<file path="src/rtl/rv32i_pkg.sv">
// Shared RV32I decode constants: opcodes, ALU op codes, operand selects and the
// ID/EX control bundle carried across the pipeline boundary.
package rv32i_pkg;

    localparam logic [6:0] OP_LUI    = 7'b0110111;
    localparam logic [6:0] OP_AUIPC  = 7'b0010111;
    localparam logic [6:0] OP_JAL    = 7'b1101111;
    localparam logic [6:0] OP_JALR   = 7'b1100111;
    localparam logic [6:0] OP_BRANCH = 7'b1100011;
    localparam logic [6:0] OP_LOAD   = 7'b0000011;
    localparam logic [6:0] OP_STORE  = 7'b0100011;
    localparam logic [6:0] OP_IMM    = 7'b0010011;
    localparam logic [6:0] OP_REG    = 7'b0110011;

    localparam logic [6:0] F7_BASE = 7'b0000000;
    localparam logic [6:0] F7_ALT  = 7'b0100000;

    // Encoding is fixed by the EX-stage ALU; do not renumber.
    localparam logic [3:0] ULA_ADD  = 4'b0000;
    localparam logic [3:0] ULA_SUB  = 4'b0001;
    localparam logic [3:0] ULA_XOR  = 4'b0010;
    localparam logic [3:0] ULA_OR   = 4'b0011;
    localparam logic [3:0] ULA_AND  = 4'b0100;
    localparam logic [3:0] ULA_SLL  = 4'b0101;
    localparam logic [3:0] ULA_SRL  = 4'b0110;
    localparam logic [3:0] ULA_SRA  = 4'b0111;
    localparam logic [3:0] ULA_SLT  = 4'b1000;
    localparam logic [3:0] ULA_SLTU = 4'b1001;

    localparam logic [1:0] SRC_A_RS1  = 2'b00;
    localparam logic [1:0] SRC_A_PC   = 2'b01;
    localparam logic [1:0] SRC_A_ZERO = 2'b10;
    localparam logic       SRC_B_RS2  = 1'b0;
    localparam logic       SRC_B_IMM  = 1'b1;

    typedef struct packed {
        logic        illegal;
        logic [3:0]  ula_op;
        logic [1:0]  src_a;
        logic        src_b;
        logic [31:0] imm;
        logic [4:0]  rs1;
        logic [4:0]  rs2;
        logic [4:0]  rd;
        logic [2:0]  funct3;
        logic        reg_write;
        logic        mem_read;
        logic        mem_write;
        logic        branch;
        logic        br_invert;
        logic        jump;
        logic        jalr;
    } ctrl_t;

    // alt selects SUB/SRA; callers must only assert it where that is legal.
    function automatic logic [3:0] alu_op_from_f3(input logic [2:0] f3, input logic alt);
        case (f3)
            3'b000:  return alt ? ULA_SUB : ULA_ADD;
            3'b001:  return ULA_SLL;
            3'b010:  return ULA_SLT;
            3'b011:  return ULA_SLTU;
            3'b100:  return ULA_XOR;
            3'b101:  return alt ? ULA_SRA : ULA_SRL;
            3'b110:  return ULA_OR;
            default: return ULA_AND;
        endcase
    endfunction

endpackage

</file>
<file path="src/rtl/rv32i_decoder.sv">
// Combinational RV32I instruction decoder producing the ID/EX control bundle.
// Unsupported encodings collapse to an all-zero bundle with only illegal set.
import rv32i_pkg::*;

module rv32i_decoder (
    input  logic [31:0] instr,
    output ctrl_t       ctrl
);

    logic [6:0]  opcode;
    logic [2:0]  f3;
    logic [6:0]  f7;
    logic [4:0]  rd;
    logic [4:0]  rs1;
    logic [4:0]  rs2;
    logic [31:0] imm_i;
    logic [31:0] imm_s;
    logic [31:0] imm_b;
    logic [31:0] imm_u;
    logic [31:0] imm_j;
    logic        legal;

    assign opcode = instr[6:0];
    assign f3     = instr[14:12];
    assign f7     = instr[31:25];
    assign rd     = instr[11:7];
    assign rs1    = instr[19:15];
    assign rs2    = instr[24:20];

    assign imm_i = {{20{instr[31]}}, instr[31:20]};
    assign imm_s = {{20{instr[31]}}, instr[31:25], instr[11:7]};
    assign imm_b = {{19{instr[31]}}, instr[31], instr[7], instr[30:25], instr[11:8], 1'b0};
    assign imm_u = {instr[31:12], 12'b0};
    assign imm_j = {{11{instr[31]}}, instr[31], instr[19:12], instr[20], instr[30:21], 1'b0};

    always_comb begin
        ctrl  = '0;
        legal = 1'b0;
        case (opcode)
            OP_REG: begin
                legal          = (f7 == F7_BASE) ||
                                 ((f7 == F7_ALT) && ((f3 == 3'b000) || (f3 == 3'b101)));
                ctrl.ula_op    = alu_op_from_f3(f3, f7 == F7_ALT);
                ctrl.src_b     = SRC_B_RS2;
                ctrl.rs1       = rs1;
                ctrl.rs2       = rs2;
                ctrl.rd        = rd;
                ctrl.funct3    = f3;
                ctrl.reg_write = (rd != 5'd0);
            end
            OP_IMM: begin
                if (f3 == 3'b001)
                    legal = (f7 == F7_BASE);
                else if (f3 == 3'b101)
                    legal = (f7 == F7_BASE) || (f7 == F7_ALT);
                else
                    legal = 1'b1;
                // Only the shift-right form uses funct7; ADDI with bit 30 set stays ADD.
                ctrl.ula_op    = alu_op_from_f3(f3, (f3 == 3'b101) && (f7 == F7_ALT));
                ctrl.imm       = ((f3 == 3'b001) || (f3 == 3'b101)) ? {27'b0, instr[24:20]} : imm_i;
                ctrl.src_b     = SRC_B_IMM;
                ctrl.rs1       = rs1;
                ctrl.rd        = rd;
                ctrl.funct3    = f3;
                ctrl.reg_write = (rd != 5'd0);
            end
            OP_LOAD: begin
                legal          = (f3 inside {3'b000, 3'b001, 3'b010, 3'b100, 3'b101});
                ctrl.ula_op    = ULA_ADD;
                ctrl.src_b     = SRC_B_IMM;
                ctrl.imm       = imm_i;
                ctrl.rs1       = rs1;
                ctrl.rd        = rd;
                ctrl.funct3    = f3;
                ctrl.reg_write = (rd != 5'd0);
                ctrl.mem_read  = 1'b1;
            end
            OP_STORE: begin
                legal          = (f3 inside {3'b000, 3'b001, 3'b010});
                ctrl.ula_op    = ULA_ADD;
                ctrl.src_b     = SRC_B_IMM;
                ctrl.imm       = imm_s;
                ctrl.rs1       = rs1;
                ctrl.rs2       = rs2;
                ctrl.funct3    = f3;
                ctrl.mem_write = 1'b1;
            end
            OP_BRANCH: begin
                legal       = (f3 != 3'b010) && (f3 != 3'b011);
                ctrl.imm    = imm_b;
                ctrl.rs1    = rs1;
                ctrl.rs2    = rs2;
                ctrl.funct3 = f3;
                ctrl.branch = 1'b1;
                // Taken = branch & (zero ^ br_invert)
                case (f3)
                    3'b000:  begin ctrl.ula_op = ULA_SUB;  ctrl.br_invert = 1'b0; end
                    3'b001:  begin ctrl.ula_op = ULA_SUB;  ctrl.br_invert = 1'b1; end
                    3'b100:  begin ctrl.ula_op = ULA_SLT;  ctrl.br_invert = 1'b1; end
                    3'b101:  begin ctrl.ula_op = ULA_SLT;  ctrl.br_invert = 1'b0; end
                    3'b110:  begin ctrl.ula_op = ULA_SLTU; ctrl.br_invert = 1'b1; end
                    3'b111:  begin ctrl.ula_op = ULA_SLTU; ctrl.br_invert = 1'b0; end
                    default: begin ctrl.ula_op = ULA_ADD;  ctrl.br_invert = 1'b0; end
                endcase
            end
            OP_LUI: begin
                legal          = 1'b1;
                ctrl.ula_op    = ULA_ADD;
                ctrl.src_a     = SRC_A_ZERO;
                ctrl.src_b     = SRC_B_IMM;
                ctrl.imm       = imm_u;
                ctrl.rd        = rd;
                ctrl.reg_write = (rd != 5'd0);
            end
            OP_AUIPC: begin
                legal          = 1'b1;
                ctrl.ula_op    = ULA_ADD;
                ctrl.src_a     = SRC_A_PC;
                ctrl.src_b     = SRC_B_IMM;
                ctrl.imm       = imm_u;
                ctrl.rd        = rd;
                ctrl.reg_write = (rd != 5'd0);
            end
            OP_JAL: begin
                // ex_imm carries the J offset so the branch unit can form pc + offset.
                legal          = 1'b1;
                ctrl.ula_op    = ULA_ADD;
                ctrl.src_a     = SRC_A_PC;
                ctrl.src_b     = SRC_B_IMM;
                ctrl.imm       = imm_j;
                ctrl.rd        = rd;
                ctrl.reg_write = (rd != 5'd0);
                ctrl.jump      = 1'b1;
            end
            OP_JALR: begin
                legal          = (f3 == 3'b000);
                ctrl.ula_op    = ULA_ADD;
                ctrl.src_a     = SRC_A_RS1;
                ctrl.src_b     = SRC_B_IMM;
                ctrl.imm       = imm_i;
                ctrl.rs1       = rs1;
                ctrl.rd        = rd;
                ctrl.funct3    = f3;
                ctrl.reg_write = (rd != 5'd0);
                ctrl.jump      = 1'b1;
                ctrl.jalr      = 1'b1;
            end
            default: legal = 1'b0;
        endcase

        if (!legal) begin
            ctrl         = '0;
            ctrl.illegal = 1'b1;
        end
    end

endmodule

</file>
<file path="src/rtl/idex_decode_stage.sv">
// ID-stage decode plus the ID/EX pipeline register, with hazard-unit stall
// (hold) and flush (bubble) control. Priority: reset > flush > stall > load.
import rv32i_pkg::*;

module idex_decode_stage #(
    parameter int              XLEN     = 32,
    parameter logic [XLEN-1:0] RESET_PC = '0
) (
    input  logic            clk,
    input  logic            rst_n,
    input  logic            id_valid,
    input  logic [31:0]     id_instr,
    input  logic [XLEN-1:0] id_pc,
    input  logic            stall,
    input  logic            flush,
    output logic            ex_valid,
    output logic [3:0]      ex_ula_op,
    output logic [1:0]      ex_src_a,
    output logic            ex_src_b,
    output logic [XLEN-1:0] ex_imm,
    output logic [4:0]      ex_rs1,
    output logic [4:0]      ex_rs2,
    output logic [4:0]      ex_rd,
    output logic [2:0]      ex_funct3,
    output logic            ex_reg_write,
    output logic            ex_mem_read,
    output logic            ex_mem_write,
    output logic            ex_branch,
    output logic            ex_br_invert,
    output logic            ex_jump,
    output logic            ex_jalr,
    output logic [XLEN-1:0] ex_pc,
    output logic            ex_illegal
);

    ctrl_t           dec_ctrl;
    ctrl_t           ctrl_q;
    logic            valid_q;
    logic [XLEN-1:0] pc_q;

    rv32i_decoder u_decoder (
        .instr (id_instr),
        .ctrl  (dec_ctrl)
    );

    always_ff @(posedge clk) begin
        if (!rst_n || flush) begin
            valid_q <= 1'b0;
            ctrl_q  <= '0;
            pc_q    <= RESET_PC;
        end else if (!stall) begin
            if (id_valid) begin
                valid_q <= 1'b1;
                ctrl_q  <= dec_ctrl;
                pc_q    <= id_pc;
            end else begin
                valid_q <= 1'b0;
                ctrl_q  <= '0;
                pc_q    <= RESET_PC;
            end
        end
    end

    assign ex_valid     = valid_q;
    assign ex_ula_op    = ctrl_q.ula_op;
    assign ex_src_a     = ctrl_q.src_a;
    assign ex_src_b     = ctrl_q.src_b;
    assign ex_imm       = ctrl_q.imm;
    assign ex_rs1       = ctrl_q.rs1;
    assign ex_rs2       = ctrl_q.rs2;
    assign ex_rd        = ctrl_q.rd;
    assign ex_funct3    = ctrl_q.funct3;
    assign ex_reg_write = ctrl_q.reg_write;
    assign ex_mem_read  = ctrl_q.mem_read;
    assign ex_mem_write = ctrl_q.mem_write;
    assign ex_branch    = ctrl_q.branch;
    assign ex_br_invert = ctrl_q.br_invert;
    assign ex_jump      = ctrl_q.jump;
    assign ex_jalr      = ctrl_q.jalr;
    assign ex_pc        = pc_q;
    assign ex_illegal   = ctrl_q.illegal;

endmodule

</file>
<file path="config.mk">
export PLATFORM = sky130hd
export DESIGN_NAME = idex_decode_stage
export DESIGN_NICKNAME = d
export VERILOG_FILES = /design/src/rtl/rv32i_pkg.sv /design/src/rtl/rv32i_decoder.sv /design/src/rtl/idex_decode_stage.sv
export SDC_FILE = /design/constraint.sdc
export NUM_CORES = 1
export LEC_CHECK = 0
export ABC_CLOCK_PERIOD_IN_PS = 1900
export CORE_UTILIZATION = 50
export CTS_CLUSTER_SIZE = 25
export DETAILED_ROUTE_END_ITERATION = 8
export DONT_BUFFER_PORTS = 1
export PLACE_DENSITY = 0.75
export SLEW_MARGIN = 20
export SYNTH_ARGS = -nofsm -noshare
export SYNTH_HDL_FRONTEND = slang
export SYNTH_HIERARCHICAL = 1
export SYNTH_SLANG_ARGS = --single-unit
</file>
<file path="constraint.sdc">
create_clock -name clk -period 1.9 [get_ports clk]
set_input_delay 0.38 -clock clk [delete_from_list [all_inputs] [get_ports clk]]
set_output_delay 0.38 -clock clk [all_outputs]
set_load 0.02 [all_outputs]
</file>
Word-level counts from Yosys, hierarchy flattened. Cells that the tools add are included.

Flip-flop bits (word level): 98. Word-level logic and storage cells: 94.

Equal/unequal tests: 19. Mux-type cells: 30. Reductions and logical operators: 27.

Operator list (count): case mux 32 bit (6 select lines) (1); 2-to-1 mux 65 bit (2); 2-to-1 mux 32 bit (2); case mux 4 bit (7 select lines) (2); equality test 7 x 6 -> 1 bit, second input constant (4); case mux 4 bit (3 select lines) (2); equality test 7 bit, second input constant (3); 2-to-1 mux 5 bit (3); equality test 7 x 5 -> 1 bit, second input constant (2); 2-to-1 mux 1 bit (14); OR reduction 2 bit (7); OR reduction 7 bit (2); equality test 3 bit, second input constant (4); nonzero test 5 bit (2); OR reduction 3 bit (3); equality test 7 x 2 -> 1 bit, second input constant (1); zero test 7 bit (1); case mux 1 bit (7 select lines) (1); equality test 3 x 2 -> 1 bit, second input constant (2); inequality test 3 x 2 -> 1 bit, second input constant (2); OR reduction 6 bit (1); logical OR 1 bit (5); case mux 2 bit (2 select lines) (1); equality test 3 x 1 -> 1 bit, second input constant (1); other kinds (6) (8).

Longest topological paths before layout.
Depth after elaboration: 7. Gate-level depth with buffers: 11. Mapped depth without buffers: 7.

Modules after synthesis. The synthesis kept the hierarchy.

Modules (own cells, without submodules): idex_decode_stage (instances 1, cells each 435, area each 3782.4 sq um, seq. area each 1961.9 sq um); rv32i_decoder (instances 1, cells each 182, area each 1159.9 sq um, seq. area each 0.0 sq um).

Worst setup path after synthesis. OpenSTA, ideal clock, no wires.

Path kind: input to register. Start: input id_instr[3]. End: register ctrl_q (netlist bit ex_rs2[2]). Setup time: 0.070 ns. Arrival time: 1.887 ns. Path slack: -0.058 ns. Cell stages on the path: 9. Buffers on the path: 2. Cell sequence: clkbuf_1 -> nor2_4 -> nand2_2 -> or4b_4 -> nand4_4 -> buf_6 -> and3_1 -> nand3b_1 -> a21oi_1.

RTL lines: start: declaration (RTL line idex_decode_stage.sv:12) `input logic [31:0] id_instr,`; end signal: assignment (RTL line idex_decode_stage.sv:54) `ctrl_q <= dec_ctrl;`; end: declaration (RTL line idex_decode_stage.sv:37) `ctrl_t ctrl_q;`.

==> results.cfg <==
[outcome]
status = finished, final reports clean

[critical_path]
crit_path_start_kind = input pin
critPathKind = input pin to register
arrival_ns = 2.05
path_cells = nor4_4 -> nand2_1 -> or4b_4 -> nand4_4 -> and4_2 -> nand3b_1 -> a21oi_1
cpPeakStageDelay_ns = 0.55
critPathSlowestCell = or4b_4
crit_path_end_kind = register
cp_max_fo = 22
critPathRequiredTime_ns = 2.19

[yosys]
syn_avg_cell_area_um2 = 8.01
netlist_area_um2 = 4940
async_flop_share_pct = 0
synth_flop_cell = dfxtp_1
ys_seq_elements = 98
synth_area_leaders = dfxtp_1 (40%), nand3b_1 (15%), a21oi_1 (11%)
yosysWarnings = 6
yosys.area.top_type = dfxtp_1
synth_seq_area_share_pct = 39.7
syn-num-nets = 686
synth_top_area_share_pct = 39.7
syn_inst = 617
synth.distinct_cells = 49
synth_edf_count = 0

[timing]
tightest_slew_ns = 0.612
final_hold_viol_count = 0
fin_crit_sh_pct = 92.7
rsz0062_at_grt = no
finalSetupViolations = 0
fin_ws_ns = 0.139
drv_slew = 0
fin_crit_ns = 1.76
fin_skew_ns = 0
relSlewSlack_pct = 59.0
fmax_mhz = 568

[clocking]
cts-buffers-inserted = 9
insertion_delay_ns = 0.35
post-cts-setup-buffer-count = 0
h-tree-depth = 3
cts_sinks = 98
cts.clk_slew.worst_paths_ns = 0.09
clock_path_buffers = 2
cts.hold.buffers_added = 0
cts_repair_resize_count = 0
cts_tree = built
root_buffer = clkbuf_8

[layout]
drive_gt1_share_pct = 11.4
layout.nets = 667
nFillCells = 880
final_cell_mix = nand2_1 (130), a21oi_1 (113), dfxtp_1 (98)
stdcell_count = 732
area_growth_pct = 5.62
fin_area_um2 = 5220
diodes = 0
final_common_cell = nand2_1

[die]
top_level_ports = 167
die_w_um = 101
rows = 35
dieArea_um2 = 10300
die_y_um = 101
coreArea_um2 = 9420
start_util_pct = 52.5

[flow_run]
drv_cap = 0

[global_routing]
grt_pass1_wl_um = 20200
grt_usage_pct = 25.3
grt_pass1_vias = 3889
grt_antenna_before_repair = 0
grt_overflow = 0
grt_max_degree = 196

[pwr]
totalPowerFinal_mw = 3.72
power_density_nw_per_um2 = 713
p_leak_nw = 1.61
ir_drop_mv = 0.349

[routing]
ant_nets = 0
vias = 4276
routed_wirelength_um = 13200
vias_per_cell = 5.84
drc = 0
routedWlPerCell_um = 18.1
first_pass_iters = 4
first_iter_violations = 298

[placement]
place_inst = 716
place_hpwl_um = 9190
routabilityCongestion = 0.925
place_ws_ns = -0.218
place_area_um2 = 5010
numPortBuffers = 0

[worst_hold_path]
hold_path.class = input pin to register
==> area by class of cell <==
cell class,count,area [um2],share of cell area (%)
inverters,4,15.0,0.288
multi-input cells,456,2630,50.4
well taps,129,161,3.09
flip-flops and latches,98,1960,37.6
repair buffers,29,243,4.65
clock inverters,7,83.8,1.61
clock buffers,9,124,2.37
==> registers in the layout (all words and copies together), names as in the netlist, 2 cells and up <==
signal and flops:
ex_rs2 5, ex_funct3 3, ex_pc 32, ex_rs1 5
ex_rd 5, ex_src_a 2, ex_ula_op 4, ex_imm 32
==> logic make-up (layout without fill, tap and decap cells) <==
kind of cell              Yosys count  after routing  synth area share [%]
DFF                                98             98                  39.7
and+or+nand+nor                   302            302                  35.0
AOI/OAI and AO/OA                 152            152                  17.6
xor gates and xnor gates            1              1                 0.177
buffers and inverters              63             49                  7.32
muxes                               1              1                 0.203
==> where the power goes <==
part	internal [mW]	leakage, nW	switching, mW
clock	0.635	0.103	0.786
combinational	0.103	0.716	0.103
sequential	2.07	0.791	0.0285
==> synth_stat cells, types with 3 or more instances <==
cell type and count:
buf_4 11, buf_6 7, a21oi_2 11, o21ai_0 7
o211ai_1 5, a22oi_1 4, nand3b_1 97, nand3_1 3
nor2b_1 6, clkbuf_1 16, inv_1 4, nor2_1 18
dfxtp_1 98, and3b_1 3, a21oi_1 113, nand2_1 130
and3_1 21, buf_2 25, and2_1 4
==> per-stage QoR <==
stage	util, %	setup TNS, ns	hold slack, ns
floorplan	-	-0.00624	0.526
global placement	53.2	-5.17	0.528
detailed placement	53.2	-7.66	0.533
CTS	55.4	0	0.134
global route	55.4	0	0.124
finish	55.4	0	0.152
==> layer usage <==
layer  GRT usage [%]  vias to the layer above  wire length, um
met2            40.2                      154             6090
met3            7.73                       14             1240
met5               0                        -                0
li1                -                     2095                -
met4            5.91                        0              134
met1            33.5                     2013             5770
==> worst max-delay path: cells and delay by family <==
| kind | cells | cell delay (ns) |
|---|---|---|
| AND/OR/NAND/NOR | 6 | 1.51 |
| AO/OA/AOI/OAI | 1 | 0.14 |
==> path summary, 6_finish.rpt <==
kind | slack (ns) | cells past startpoint | from | endpoint
hold reg to reg | 0.56 | 2 | ex_pc[5] | ex_pc[5]
setup reg to reg | 1.08 | 2 | ex_imm[31] | ex_imm[31]
hold / removal | 0.15 | 2 | stall | ex_pc[1]
setup / recovery | 0.14 | 7 | id_instr[26] | ex_ula_op[1]
(Power assumes the default switching activity.)
